File: config.mk
export PLATFORM = sky130hd
export DESIGN_NAME = spec_burst_buffer
export DESIGN_NICKNAME = d
export VERILOG_FILES = /design/src/rtl/apogeo_pkg.sv /design/src/rtl/load_store_unit_pkg.sv /design/src/rtl/burst_buffer_memory.sv /design/src/rtl/spec_burst_buffer.sv
export SDC_FILE = /design/constraint.sdc
export NUM_CORES = 1
export LEC_CHECK = 0
export BUFFER_PORTS_ARGS = -buffer_cell sky130_fd_sc_hd__clkbuf_2
export CAP_MARGIN = 5
export CORE_MARGIN = 2
export CORE_UTILIZATION = 55
export CTS_CLUSTER_SIZE = 16
export DETAILED_ROUTE_END_ITERATION = 6
export GPL_TIMING_DRIVEN = 0
export PLACE_DENSITY = 0.84
export RECOVER_POWER = 50
export SYNTH_ARGS = -nofsm -noshare
export SYNTH_HDL_FRONTEND = slang
export SYNTH_SLANG_ARGS = --single-unit
File: constraint.sdc
create_clock -name clk_i -period 16.7 [get_ports clk_i]
set_clock_uncertainty 0.2 [all_clocks]
set_input_delay 3.34 -clock clk_i [delete_from_list [all_inputs] [get_ports clk_i]]
set_output_delay 3.34 -clock clk_i [all_outputs]
set_load 0.01 [all_outputs]
File: src/rtl/apogeo_pkg.sv
// Project-wide helpers shared across blocks.
// Circular-buffer pointers carry the index bits plus one wrap bit.
package apogeo_pkg;

    function automatic int burst_ptr_width(input int depth);
        return $clog2(depth) + 1;
    endfunction

endpackage

File: src/rtl/load_store_unit_pkg.sv
// Store-path types shared by the load/store unit and the burst buffer.
// Store data and tag widths here bound the DATA_WIDTH/TAG_WIDTH a buffer may use.
package load_store_unit_pkg;

    localparam int STORE_DATA_W = 32;
    localparam int STORE_TAG_W  = 6;

    typedef logic [STORE_DATA_W-1:0] store_data_t;
    typedef logic [STORE_TAG_W-1:0]  store_tag_t;

    typedef struct packed {
        store_data_t data;
        store_tag_t  tag;
    } burst_entry_t;

endpackage

File: src/rtl/burst_buffer_memory.sv
// 1W1R entry array: registered data read (1 cycle, holds when idle), combinational tag peek.
// No backpressure; the owner guarantees write and read never target the same live slot.
module burst_buffer_memory
    import load_store_unit_pkg::*;
#(
    parameter int DEPTH = 16,
    parameter int AW    = $clog2(DEPTH)
) (
    input  logic                    clk_i,
    input  logic                    rst_n_i,
    input  logic                    wr_en,
    input  logic [AW-1:0]           wr_addr,
    input  logic [STORE_DATA_W-1:0] wr_data,
    input  logic [STORE_TAG_W-1:0]  wr_tag,
    input  logic                    rd_en,
    input  logic [AW-1:0]           rd_addr,
    output logic [STORE_DATA_W-1:0] rd_data,
    input  logic [AW-1:0]           tag_addr,
    output logic [STORE_TAG_W-1:0]  tag_data
);

    burst_entry_t mem [DEPTH];

    always_ff @(posedge clk_i) begin
        if (wr_en) begin
            mem[wr_addr] <= '{data: wr_data, tag: wr_tag};
        end
    end

    // Only the read register is reset; the array itself keeps stale contents.
    always_ff @(posedge clk_i) begin
        if (!rst_n_i) begin
            rd_data <= '0;
        end else if (rd_en) begin
            rd_data <= mem[rd_addr].data;
        end
    end

    assign tag_data = mem[tag_addr].tag;

endmodule

File: src/rtl/spec_burst_buffer.sv
// Speculative store burst buffer: in-order tag-checked commit, flush drops uncommitted, pull drains committed (1-cycle).
// Push dropped while full; BURST_BUFFER_TIMEOUT_EN adds idle timeout that releases a partial burst.
module spec_burst_buffer
    import apogeo_pkg::*;
    import load_store_unit_pkg::*;
#(
    parameter int DATA_WIDTH     = 32,
    parameter int BUFFER_DEPTH   = 16,
    parameter int TAG_WIDTH      = 6,
    parameter int BURST_LEN      = 4,
    parameter int TIMEOUT_CYCLES = 64
) (
    input  logic                            clk_i,
    input  logic                            rst_n_i,
    input  logic                            flush_i,
    input  logic                            push_i,
    input  logic [DATA_WIDTH-1:0]           data_i,
    input  logic [TAG_WIDTH-1:0]            tag_i,
    output logic                            full_o,
    input  logic                            commit_i,
    input  logic [TAG_WIDTH-1:0]            commit_tag_i,
    output logic                            commit_error_o,
    input  logic                            pull_i,
    output logic [DATA_WIDTH-1:0]           data_o,
    output logic                            valid_o,
    output logic [$clog2(BUFFER_DEPTH):0]   size_o,
    output logic [$clog2(BUFFER_DEPTH):0]   committed_o,
    output logic                            burst_ready_o
);

    localparam int PW = burst_ptr_width(BUFFER_DEPTH);
    localparam int AW = PW - 1;
    localparam logic [PW-1:0] DEPTH_P = PW'(BUFFER_DEPTH);
    localparam logic [PW-1:0] BURST_P = PW'(BURST_LEN);
    localparam logic [PW-1:0] ONE_P   = PW'(1);

    logic [PW-1:0] push_ptr, commit_ptr, pull_ptr;
    logic [PW-1:0] push_ptr_nxt, commit_ptr_nxt;
    logic [PW-1:0] size_w, committed_w;
    logic          push_fire, commit_fire, pull_fire, commit_bad;
    logic          burst_full;
    logic          valid_q, commit_error_q;
    logic [STORE_DATA_W-1:0] rd_data;
    logic [STORE_TAG_W-1:0]  head_tag;

    assign size_w      = push_ptr - pull_ptr;
    assign committed_w = commit_ptr - pull_ptr;
    assign full_o      = (size_w == DEPTH_P);
    assign burst_full  = (committed_w >= BURST_P);

    always_comb begin
        push_fire      = push_i && !full_o;
        commit_fire    = commit_i && (commit_ptr != push_ptr);
        pull_fire      = pull_i && (committed_w != '0);
        commit_bad     = (commit_i && (commit_ptr == push_ptr))
                      || (commit_fire && (head_tag[TAG_WIDTH-1:0] != commit_tag_i));
        commit_ptr_nxt = commit_ptr;
        if (commit_fire) begin
            commit_ptr_nxt = commit_ptr + ONE_P;
        end
        // Flush rolls push back to the post-commit point, so a same-cycle commit survives.
        push_ptr_nxt = push_ptr;
        if (flush_i) begin
            push_ptr_nxt = commit_ptr_nxt;
        end else if (push_fire) begin
            push_ptr_nxt = push_ptr + ONE_P;
        end
    end

    always_ff @(posedge clk_i) begin
        if (!rst_n_i) begin
            push_ptr       <= '0;
            commit_ptr     <= '0;
            pull_ptr       <= '0;
            valid_q        <= 1'b0;
            commit_error_q <= 1'b0;
        end else begin
            push_ptr   <= push_ptr_nxt;
            commit_ptr <= commit_ptr_nxt;
            valid_q    <= pull_fire;
            if (pull_fire) begin
                pull_ptr <= pull_ptr + ONE_P;
            end
            if (commit_bad) begin
                commit_error_q <= 1'b1;
            end
        end
    end

    burst_buffer_memory #(
        .DEPTH (BUFFER_DEPTH),
        .AW    (AW)
    ) u_mem (
        .clk_i    (clk_i),
        .rst_n_i  (rst_n_i),
        .wr_en    (push_fire && !flush_i),
        .wr_addr  (push_ptr[AW-1:0]),
        .wr_data  (STORE_DATA_W'(data_i)),
        .wr_tag   (STORE_TAG_W'(tag_i)),
        .rd_en    (pull_fire),
        .rd_addr  (pull_ptr[AW-1:0]),
        .rd_data  (rd_data),
        .tag_addr (commit_ptr[AW-1:0]),
        .tag_data (head_tag)
    );

    assign data_o         = rd_data[DATA_WIDTH-1:0];
    assign valid_o        = valid_q;
    assign commit_error_o = commit_error_q;
    assign size_o         = size_w;
    assign committed_o    = committed_w;

`ifdef BURST_BUFFER_TIMEOUT_EN
    localparam int CW = $clog2(TIMEOUT_CYCLES + 1);
    localparam logic [CW-1:0] TIMEOUT_P  = CW'(TIMEOUT_CYCLES);
    localparam logic [CW-1:0] TIMEOUT_M1 = CW'(TIMEOUT_CYCLES - 1);

    logic [CW-1:0] idle_cnt;
    logic          timeout_hit, partial, idle_inc;

    assign partial  = (committed_w != '0) && !burst_full;
    assign idle_inc = partial && !commit_fire;

    // The hit flag outlives counter clears from later commits until the partial state ends.
    always_ff @(posedge clk_i) begin
        if (!rst_n_i) begin
            idle_cnt    <= '0;
            timeout_hit <= 1'b0;
        end else begin
            if (!idle_inc) begin
                idle_cnt <= '0;
            end else if (idle_cnt != TIMEOUT_P) begin
                idle_cnt <= idle_cnt + CW'(1);
            end
            if (!partial) begin
                timeout_hit <= 1'b0;
            end else if (idle_inc && (idle_cnt == TIMEOUT_M1)) begin
                timeout_hit <= 1'b1;
            end
        end
    end

    assign burst_ready_o = burst_full || (timeout_hit && (committed_w != '0));
`else
    logic unused_timeout;
    assign unused_timeout = (TIMEOUT_CYCLES != 0);
    assign burst_ready_o  = burst_full;
`endif

endmodule

==> results.yml, run 1 <==
logic_synthesis:
  avgSynthCellArea_um2: 21.33
  synth_top_area_cell: "edfxtp_1"
  yosysSeqAreaShare: 0.7548
  synthDistinctLibCells: 49
  synthArstFlopShare: 0
  synth_seq_cells: 657
  synth_area_leaders: "edfxtp_1 72%, mux4_2 15%, dfxtp_1 3.8%"
  syn_inst: 1195
  ys.flop_type: "edfxtp_1"
  yosys_warnings: 0
  synth_top_area_frac: 0.7163
  synth_area_um2: 25490
  syn-num-nets: 1261
  synth_edf_count: 608
hold_path:
  hp-class: "register to register"
  min_to: "u_mem.rd_data[29]$_SDFFE_PN0P_"
  min_from: "u_mem.rd_data[29]$_SDFFE_PN0P_"
  hold_depth: 2
critical_path:
  crit_fanout: 10
  slowest_delay_ns: 0.79
  timing.rr.end: "u_mem.rd_data[24]$_SDFFE_PN0P_"
  crit_slowest_cell: "clkbuf_1"
  r2r_setup_slack_ns: 10.20
  cp_num_buf_inv: 5
  cp.required_ns: 13.16
  crit_path_start_kind: "register"
  cpMostUsedCell: "clkbuf_1"
  cp_cell_sequence: "clkbuf_1, clkbuf_1, clkbuf_1, inv_1, fa_1, a21o_1, a21oi_1, xnor2_1, o211a_1, clkbuf_2"
  critPathArrivalTime_ns: 4.29
  cp-end-kind: "primary output"
  worst-r2r-cell-count: 12
  reg2reg_from: "pull_ptr[1]$_SDFFE_PN0P_"
  worstSetupPathType: "register to primary output"
  crit_family: "buffers and inverters"
clocking:
  cts_tree: "yes"
  clk_pin_slew_ns: 0.06
  root_buffer: "clkbuf_16"
  clk_latency_ns: 0.64
  cts_hold_buf: 0
  cts_sinks: 657
  clockBufferDepth: 3
  numCtsBuffers: 61
  post_cts_buffers: 0
  htree_num_levels: 2
  postCtsResizedCells: 0
status:
  violations: "capacitance limit, slew limit"
  status: "finished with violations"
placed_design:
  placed_area_um2: 27360
  routabilityCongestion: 0.8169
  dp.cells: 1924
  port_buffers: 95
  detailed_place_hpwl_um: 36900
pwr:
  power_frac_comb: 0.225
  p_int_mw: 3.075
  leakage_nw: 9.269
  p_seq_frac: 0.450
  ir_drop_uv: 91.85
  cellPowerDensity_nw_per_um2: 145.2
  power.switching_mw: 1.169
  clkPwrFrac: 0.325
  swShare: 0.2755
layout:
  drive_above_1_share: 0.2578
  mostFrequentLayoutCells: "608 x edfxtp_1, 172 x mux4_2, 111 x clkbuf_1"
  design_area_um2: 29240
  final_nets: 1453
  final_common_cell: "edfxtp_1"
  areaGrowthSynthToFinish_pct: 14.72
  layoutNonFillerInstCount: 2041
route:
  detail-route-antenna-nets: 0
  drt_pass1_iterations: 7
  drt-wirelength-per-cell_um: 30.57
  drcViolationCount: 0
  drtIter0Drc: 1756
  wirelength_um: 62390
  avgViaCountPerCell: 6.472
  num_vias: 13210
sta:
  fin_crit_sh: 0.4687
  slew_headroom: -1.053
  fin_setup_tns_ns: 0
  slew_viol_final: 10
  min_period_ns: 7.828
  final_hold_viol_count: 0
  setup_viol: 0
  rsz0062_at_grt: "no"
  max_clock_freq_mhz: 127.7
  tightest_slew_ns: 3.040
grt:
  grtUsageTotal: 0.2664
  first_global_vias: 13680
  grt_pass1_wl_um: 90130
  antenna_found_initial: 3
  overflow: 0
  grt_max_degree: 24
floorplan:
  core_area_um2: 45580
  start_util: 0.5592
  die_area_um2: 48080
  core.rowCount: 78
  dieWidth_um: 219.3
  pin_count: 96
  die-height_um: 219.3
job:
  maxCapViolCount: 1
[metal layers]
layer / global-route usage / routed length, um / part of all wire
met5: 0 / 13 / 0.00021
met4: 0.1043 / 2005 / 0.032
met3: 0.05475 / 6334 / 0.10
met2: 0.4419 / 31430 / 0.50
met1: 0.3497 / 22610 / 0.36
[registers in the layout, summed over array words and instances (netlist names)]
signal and flops:
u_mem.mem 608, valid_o 1, push_ptr 5, commit_ptr 5
pull_ptr 5, commit_error_o 1, u_mem.rd_data 32
[worst max-delay path by stage]
stage                                   from                          to  slack (ns)  cells past startpoint
floorplan                             push_i   u_mem.mem[1][0]$_DFFE_PP_        9.56                      4
global placement                      push_i  u_mem.mem[0][17]$_DFFE_PP_        6.18                      5
CTS                 pull_ptr[1]$_SDFFE_PN0P_               burst_ready_o        9.05                     10
finish              pull_ptr[1]$_SDFFE_PN0P_                      full_o        8.87                     10
detailed placement  pull_ptr[1]$_SDFFE_PN0P_                      full_o        9.72                     10
global route        pull_ptr[1]$_SDFFE_PN0P_                      full_o        8.70                     10
[per-stage QoR]
step                worst slack (ns)  hold WS (ns)  power [mW]    util
CTS                            9.055        0.2562       4.275  0.6439
finish                         8.872        0.2518       4.245  0.6415
detailed placement             9.720        0.2475       2.902  0.6003
floorplan                      9.559        0.2638       2.572       -
global route                   8.701        0.2768       4.383  0.6415
global placement               6.176        0.2435       2.856  0.5861
[area by class of cell]
cell class	instances	area, um^2
fillers	2857	16340
well taps	600	750.7
inverters	16	60.06
flip-flops and latches	657	19240
clock inverters	39	370.4
diodes	2	5.005
repair buffers	129	920.9
multi-input cells	460	5981
plain buffers	62	299.0
clock buffers	76	1614
[worst reg2reg max path, stage by stage, from the launching register on]
cell and delay, ns:
dfxtp_1 0.48, clkbuf_1 0.30, clkbuf_1 0.41, clkbuf_1 0.80, inv_1 0.24, ha_1 0.35
a21o_1 0.18, a21oi_1 0.22, xnor2_1 0.15, o41ai_1 2.44, buf_6 0.38, nand2_1 0.09
a21boi_1 0.18
[power by group through the flow]
stage               logic, mW  registers [mW]  clock network [mW]
finish                  0.955            1.91                1.38
global route             1.02            1.91                1.45
CTS                     0.973            1.91                1.39
detailed placement      0.961            1.94                   0
global placement        0.911            1.94                   0
floorplan               0.624            1.95                   0
[cell families after synthesis]
logic type               count (synthesis)  share of synthesized area
buffers and inverters                   78                    0.01414
AND/OR/NAND/NOR                        134                    0.02366
flip-flops                             657                     0.7548
multiplexers                           207                     0.1661
XOR/XNOR                                32                    0.01129
adder cells (fa/ha/maj)                 16                   0.008444
AO/OA/AOI/OAI                           71                    0.02155
[cell usage after synthesis, types with 2 or more instances]
library cell / number
a21boi_1: 32
o21ai_0: 5
buf_2: 18
a21o_1: 4
nand3b_1: 4
nor2b_1: 8
buf_1: 12
ha_1: 14
a21boi_0: 4
fa_1: 2
xnor2_1: 13
inv_1: 14
buf_4: 4
o2bb2ai_1: 3
and2_1: 3
a21oi_1: 5
o22ai_1: 3
nand4_1: 3
mux2_2: 8
nor3_1: 7
xor2_1: 18
edfxtp_1: 608
mux4_2: 172
nand3_1: 4
nand2_1: 79
mux2i_1: 27
nor2_1: 15
o211a_1: 3
buf_6: 4
a221oi_1: 5
dfxtp_1: 49
clkbuf_1: 24
nand2b_1: 5
Power figures use the tool's default switching activity.
==> inputs of run 2 (changes only) <==
--- a/config.mk
+++ b/config.mk
@@ -5,6 +5,7 @@
 export SDC_FILE = /design/constraint.sdc
 export NUM_CORES = 1
 export LEC_CHECK = 0
+export ABC_AREA = 1
 export BUFFER_PORTS_ARGS = -buffer_cell sky130_fd_sc_hd__clkbuf_2
 export CAP_MARGIN = 5
 export CORE_MARGIN = 2
==> constraint.sdc (replaced) <==
create_clock -name clk_i -period 7.5 [get_ports clk_i]
set_clock_uncertainty 0.2 [all_clocks]
set_input_delay 1.5 -clock clk_i [delete_from_list [all_inputs] [get_ports clk_i]]
set_output_delay 1.5 -clock clk_i [all_outputs]
set_load 0.01 [all_outputs]
==> run 2 against run 1 <==
Effect of this change:
- critical endpoint is now u_mem.mem[7][9]$_DFFE_PP_
- critical path type is now register to register
- via count up 45%
- the run ends with DRC left
- non-clock buffer count up 59
- final cell count up 47%
- hold slack better by 0.0055 ns
- largest power group unchanged
- first-iteration DRC count up 78%
- synthesized cell count up 79%
- utilization down 1.3 points
- design area up 2.2%
==> results.yml, run 2 <==
grt:
  gr-usage-met1: 0.3810
  antenna_found_initial: 2
  grt_pass1_wl_um: 110000
  grt_max_degree: 30
  overflow: 0
  first_global_vias: 19120
  grt-busiest-layer: "met2"
  grtUsageTotal: 0.2955
  grt.met3_usage: 0.07006
  use_met2: 0.4747
floorplan:
  start_util: 0.5543
  core_area_um2: 47550
  dieWidth_um: 222.9
  core.rowCount: 80
  die_area_um2: 49680
  die-height_um: 222.9
  pin_count: 96
route:
  avgViaCountPerCell: 6.394
  wirelength_um: 73680
  detail-route-antenna-nets: 0
  drtIter0Drc: 3127
  drt_pass1_iterations: 7
  drt-wirelength-per-cell_um: 24.63
  num_vias: 19130
  drcViolationCount: 13
placed_design:
  port_buffers: 95
  routabilityCongestion: 0.8871
  detailed_place_hpwl_um: 47500
  dp.cells: 2876
  dpl_worst_slack_ns: 2.806
  placed_area_um2: 28120
critical_path:
  path_depth: 15
  worst-r2r-cell-count: 15
  crit_path_end: "u_mem.mem[7][9]$_DFFE_PP_"
  reg2reg_from: "pull_ptr[1]$_SDFFE_PN0P_"
  slowest_delay_ns: 0.78
  cp_num_buf_inv: 7
  crit_path_start_kind: "register"
  startpoint: "pull_ptr[1]$_SDFFE_PN0P_"
  timing.rr.end: "u_mem.mem[7][9]$_DFFE_PP_"
  crit_fanout: 12
  cp_cell_sequence: "inv_1, clkbuf_1, clkbuf_1, ha_1, nand3_1, nand2_1, xnor2_1, nand3_2, nand2_1, nor2_1, inv_1, nor3_2, buf_6, buf_6, buf_8"
  r2r_setup_slack_ns: 1.99
  critPathArrivalTime_ns: 5.63
  crit_family: "buffers and inverters"
  worstSetupPathType: "register to register"
  crit_slowest_cell: "nor3_2"
  cp.required_ns: 7.63
  cp-end-kind: "register"
logic_synthesis:
  synth_edf_count: 608
  synth_seq_cells: 657
  syn_inst: 2141
  synth_most_common_cell: "edfxtp_1"
  syn-num-nets: 2207
  synth_top_area_frac: 0.6928
  yosys_warnings: 0
  synthTopCellsByCount: "608 x edfxtp_1, 357 x nor2_1, 255 x nand2_1"
  yosysSeqAreaShare: 0.7300
  synth_top_area_cell: "edfxtp_1"
  avgSynthCellArea_um2: 12.31
  synth_area_um2: 26350
  ys.flop_type: "edfxtp_1"
  synthDistinctLibCells: 34
  synthArstFlopShare: 0
  synth_area_leaders: "edfxtp_1 69%, nor2_1 5.1%, o21ai_0 4.8%"
clocking:
  post_cts_buffers: 0
  clk_latency_ns: 0.64
  cts_tree: "yes"
  root_buffer: "clkbuf_16"
  cts_hold_buf: 0
  htree_num_levels: 2
  numCtsBuffers: 60
  clk_pin_slew_ns: 0.07
  clockBufferDepth: 3
  cts_sinks: 657
  postCtsResizedCells: 0
sta:
  fin_ws_ns: 1.993
  setup_viol: 0
  min_period_ns: 5.507
  fin_crit_sh: 0.7343
  max_clock_freq_mhz: 181.6
  final_hold_viol_count: 0
  slew_headroom: 0.3261
  hold_slack_ns: 0.2573
  tightest_slew_ns: 1.009
  slew_viol_final: 0
  fin_setup_tns_ns: 0
  rsz0062_at_grt: "no"
layout:
  areaGrowthSynthToFinish_pct: 13.41
  reg.largest.list: "u_mem.mem (608), u_mem.rd_data (32)"
  final_util: 0.6286
  final_nets: 2389
  mostFrequentLayoutCells: "608 x edfxtp_1, 345 x nor2_1, 258 x nand2_1"
  layoutNonFillerInstCount: 2991
  largest_reg_flops: 608
  design_area_um2: 29890
  final_common_cell: "edfxtp_1"
  top_register: "u_mem.mem"
  drive_above_1_share: 0.09389
status:
  violations: "DRC"
  status: "finished with violations"
pwr:
  finalPower_mw: 9.277
  cellPowerDensity_nw_per_um2: 310.4
  ir_drop_uv: 218.0
  leakage_nw: 10.39
job:
  maxCapViolCount: 0
hold_path:
  hp-class: "register to register"
run 2: cell count changes in the layout (fill, tap and decap cells not counted), moves of 73 or more:
cell,delta
nor2_1,+342
mux4_2,-172
o22ai_1,+73
o21ai_0,+248
nand3_1,+115
inv_1,+96
nand2_1,+179
run 2: logic make-up (layout without fill, tap and decap cells):
family	after synthesis	in the layout	share of synthesized area
AO/OA/AOI/OAI	458	458	0.09942
XOR/XNOR	19	19	0.006314
adder cells (fa/ha/maj)	16	16	0.008166
buffers and inverters	245	479	0.04235
flip-flops	657	657	0.7300
other	0	1	0
AND/OR/NAND/NOR	746	746	0.1138
run 2: area by class of cell:
cell class                      count  area [um^2]
Sequential cell                   657        19240
Fill cell                        3283        17660
Multi-Input combinational cell   1239         6097
Clock buffer                       82         1667
Timing Repair Buffer              120        790.8
Tap cell                          615        769.5
Buffer                            130        673.1
Inverter                          115        436.7
Clock inverter                     32        214.0
Antenna cell                        1        2.502
run 2: worst min path at each step:
stage | from | end | cells after the start
after global placement | commit_error_o$_SDFFE_PN0P_ | commit_error_o$_SDFFE_PN0P_ | 2
after detailed placement | commit_error_o$_SDFFE_PN0P_ | commit_error_o$_SDFFE_PN0P_ | 2
final | commit_error_o$_SDFFE_PN0P_ | commit_error_o$_SDFFE_PN0P_ | 2
after floorplan | pull_ptr[3]$_SDFFE_PN0P_ | pull_ptr[3]$_SDFFE_PN0P_ | 2
after CTS | commit_error_o$_SDFFE_PN0P_ | commit_error_o$_SDFFE_PN0P_ | 2
after global routing | commit_error_o$_SDFFE_PN0P_ | commit_error_o$_SDFFE_PN0P_ | 2
run 2: power breakdown:
| part | switching, mW | leakage [nW] | internal [mW] |
|---|---|---|---|
| clock network | 1.33 | 0.935 | 1.62 |
| logic | 1.49 | 3.57 | 0.611 |
| registers | 0.0757 | 5.88 | 4.14 |
run 2: worst reg2reg max path: cells and delay by family (launching register included):
family / cells / cell delay (ns)
xor+xnor: 1 / 0.16
flops: 1 / 0.45
buf+inv: 7 / 2.53
simple gates: 6 / 1.49
fa+ha+maj: 1 / 0.38
run 2: per-layer routing:
metal | wire length, um | part of all wire
met1 | 25500 | 0.35
met2 | 34500 | 0.47
met3 | 9948 | 0.14
met4 | 3728 | 0.051
met5 | 7 | 0.000095
==> inputs of run 3 (changes only) <==
--- a/config.mk
+++ b/config.mk
@@ -13,7 +13,7 @@
 export CTS_CLUSTER_SIZE = 16
 export DETAILED_ROUTE_END_ITERATION = 6
 export GPL_TIMING_DRIVEN = 0
-export PLACE_DENSITY = 0.84
+export PLACE_DENSITY = 0.87
 export RECOVER_POWER = 50
 export SYNTH_ARGS = -nofsm -noshare
 export SYNTH_HDL_FRONTEND = slang
==> constraint.sdc (replaced) <==
create_clock -name clk_i -period 4.8 [get_ports clk_i]
set_clock_uncertainty 0.2 [all_clocks]
set_input_delay 0.96 -clock clk_i [delete_from_list [all_inputs] [get_ports clk_i]]
set_output_delay 0.96 -clock clk_i [all_outputs]
set_load 0.01 [all_outputs]
==> run 3 against run 2 <==
Effect of this change:
- the flow now finishes without violations
- largest cell class unchanged
- global-route usage rose by 0.34 points
- design area rose by 1.2%
- register-to-register slack got worse by 1.7 ns
- final cell count rose by 0.23%
- highest routed layer is now met4
- clock power rose by 80%
- flip-flop and latch count did not move
- first-iteration DRC count rose by 18%
- hold slack improved by 0.0012 ns
- sequential share of layout area fell by 0.76 points
==> results.yml, run 3 (synthesis results as in run 2) <==
pwr:
  p_seq_frac: 0.433
  ir_drop_uv: 276.6
  clkPwrFrac: 0.349
  swShare: 0.3074
  finalPower_mw: 15.22
  power_frac_comb: 0.218
  p_int_mw: 10.54
  cellPowerDensity_nw_per_um2: 503.3
  power.switching_mw: 4.679
  leakage_nw: 10.55
placed_design:
  dpl_worst_slack_ns: 0.02509
  port_buffers: 95
  detailed_place_hpwl_um: 47010
  routabilityCongestion: 0.9094
layout:
  final_nets: 2395
  drive_above_1_share: 0.09744
  areaGrowthSynthToFinish_pct: 14.77
  mostFrequentLayoutCells: "608 x edfxtp_1, 344 x nor2_1, 257 x nand2_1"
  final_common_cell: "edfxtp_1"
  largest_reg_flops: 608
  reg.largest.list: "u_mem.mem (608), u_mem.rd_data (32)"
  fillers: 3126
  top_register: "u_mem.mem"
critical_path:
  worstSetupPathType: "register to register"
  crit_path_start_kind: "register"
  cp.required_ns: 4.90
  cp-end-kind: "register"
  crit_fanout: 11
  critPathArrivalTime_ns: 4.64
sta:
  setup_viol: 0
  min_period_ns: 4.545
  tightest_slew_ns: 0.8754
  final_hold_viol_count: 0
  slew_headroom: 0.4150
  hold_slack_ns: 0.2585
  max_clock_freq_mhz: 220.0
  rsz0062_at_grt: "no"
  fin_crit_sh: 0.9470
  slew_viol_final: 0
  fin_ws_ns: 0.2545
floorplan:
  dieWidth_um: 222.9
  die_area_um2: 49680
  pin_count: 96
  core.rowCount: 80
  core_area_um2: 47550
  die-height_um: 222.9
  start_util: 0.5543
grt:
  antenna_found_initial: 2
  grt_pass1_wl_um: 111100
  overflow: 0
  grtUsageTotal: 0.2989
  grt_max_degree: 30
  first_global_vias: 19440
route:
  drcViolationCount: 0
  detail-route-antenna-nets: 0
  drt_pass1_iterations: 6
  num_vias: 19280
  drtIter0Drc: 3676
  wirelength_um: 74710
  drt-wirelength-per-cell_um: 24.92
  avgViaCountPerCell: 6.430
clocking:
  cts_tree: "yes"
  root_buffer: "clkbuf_16"
  clockBufferDepth: 3
  cts_sinks: 657
  htree_num_levels: 3
  numCtsBuffers: 66
  cts_hold_buf: 0
  clk_latency_ns: 0.60
  clk_pin_slew_ns: 0.07
hold_path:
  hp-class: "register to register"
status:
  status: "finished, final reports clean"
job:
  maxCapViolCount: 0
run 3: cell types whose count changed in the layout (fill, tap and decap cells not counted), sizes merged:
cell / change
inv: +3
clkinv: -8
diode: +1
bufinv: +5
clkbuf: +6
run 3: layout make-up:
cell class	count	area [um^2]	share of cell area
Sequential cell	657	19240	0.6360
Multi-Input combinational cell	1239	6113	0.2021
Clock buffer	88	1858	0.06143
Timing Repair Buffer	121	790.8	0.02614
Tap cell	615	769.5	0.02544
Buffer	129	665.6	0.02201
Inverter	115	436.7	0.01444
Clock inverter	32	370.4	0.01224
Antenna cell	2	5.005	0.0001655
run 3: worst paths after layout:
check | start | slack [ns] | cells past startpoint | end
worst max register to register | pull_ptr[3]$_SDFFE_PN0P_ | 0.25 | 15 | u_mem.mem[11][28]$_DFFE_PP_
worst max-delay path | pull_ptr[3]$_SDFFE_PN0P_ | 0.25 | 15 | u_mem.mem[11][28]$_DFFE_PP_
worst min-delay path | commit_error_o$_SDFFE_PN0P_ | 0.26 | 2 | commit_error_o$_SDFFE_PN0P_
worst min register to register | commit_error_o$_SDFFE_PN0P_ | 0.26 | 2 | commit_error_o$_SDFFE_PN0P_
run 3: stage by stage:
step	TNS, ns	util	cell area, um^2	instances
4_1_cts	0	0.6384	30350	2997
3_5_place_dp	0	0.5914	28120	2877
2_1_floorplan	-67.25	-	26350	2141
6_report	0	0.6362	30250	2998
5_1_grt	0	0.6362	30250	2998
3_3_place_gp	-1195.27	0.5805	27600	2851
run 3: power groups by stage:
stage	Combinational [mW]	Sequential, mW	Clock [mW]
final	3.32	6.59	5.32
after floorplan	1.92	6.71	0
after global routing	3.53	6.60	5.50
after CTS	3.24	6.58	5.30
after global placement	2.96	6.70	0
after detailed placement	3.17	6.70	0
run 3: timing repair:
item | in CTS | in global routing
resized for setup | 1 | 0
buffers inserted | 0 | 0
endpoints found under the setup margin | 11 | 53
hold endpoints to repair | 0 | 0
pin swaps | 0 | 0
run 3: worst max-delay path, cell delays in order (launching register included):
cell	delay [ns]
dfxtp_1	0.40
clkinv_1	0.28
clkbuf_1	0.46
ha_1	0.47
a21oi_1	0.14
nand2_1	0.08
xor2_1	0.17
nand3_2	0.10
nand2_1	0.15
nor2_2	0.29
inv_1	0.23
nor3_4	0.46
buf_6	0.22
buf_6	0.19
buf_6	0.19
buf_6	0.19
run 3: layer usage:
metal	GRT usage	wire [um]
met1	0.3604	24300
met4	0.1821	4636
met5	0	0
met3	0.07704	10510
met2	0.4866	35260
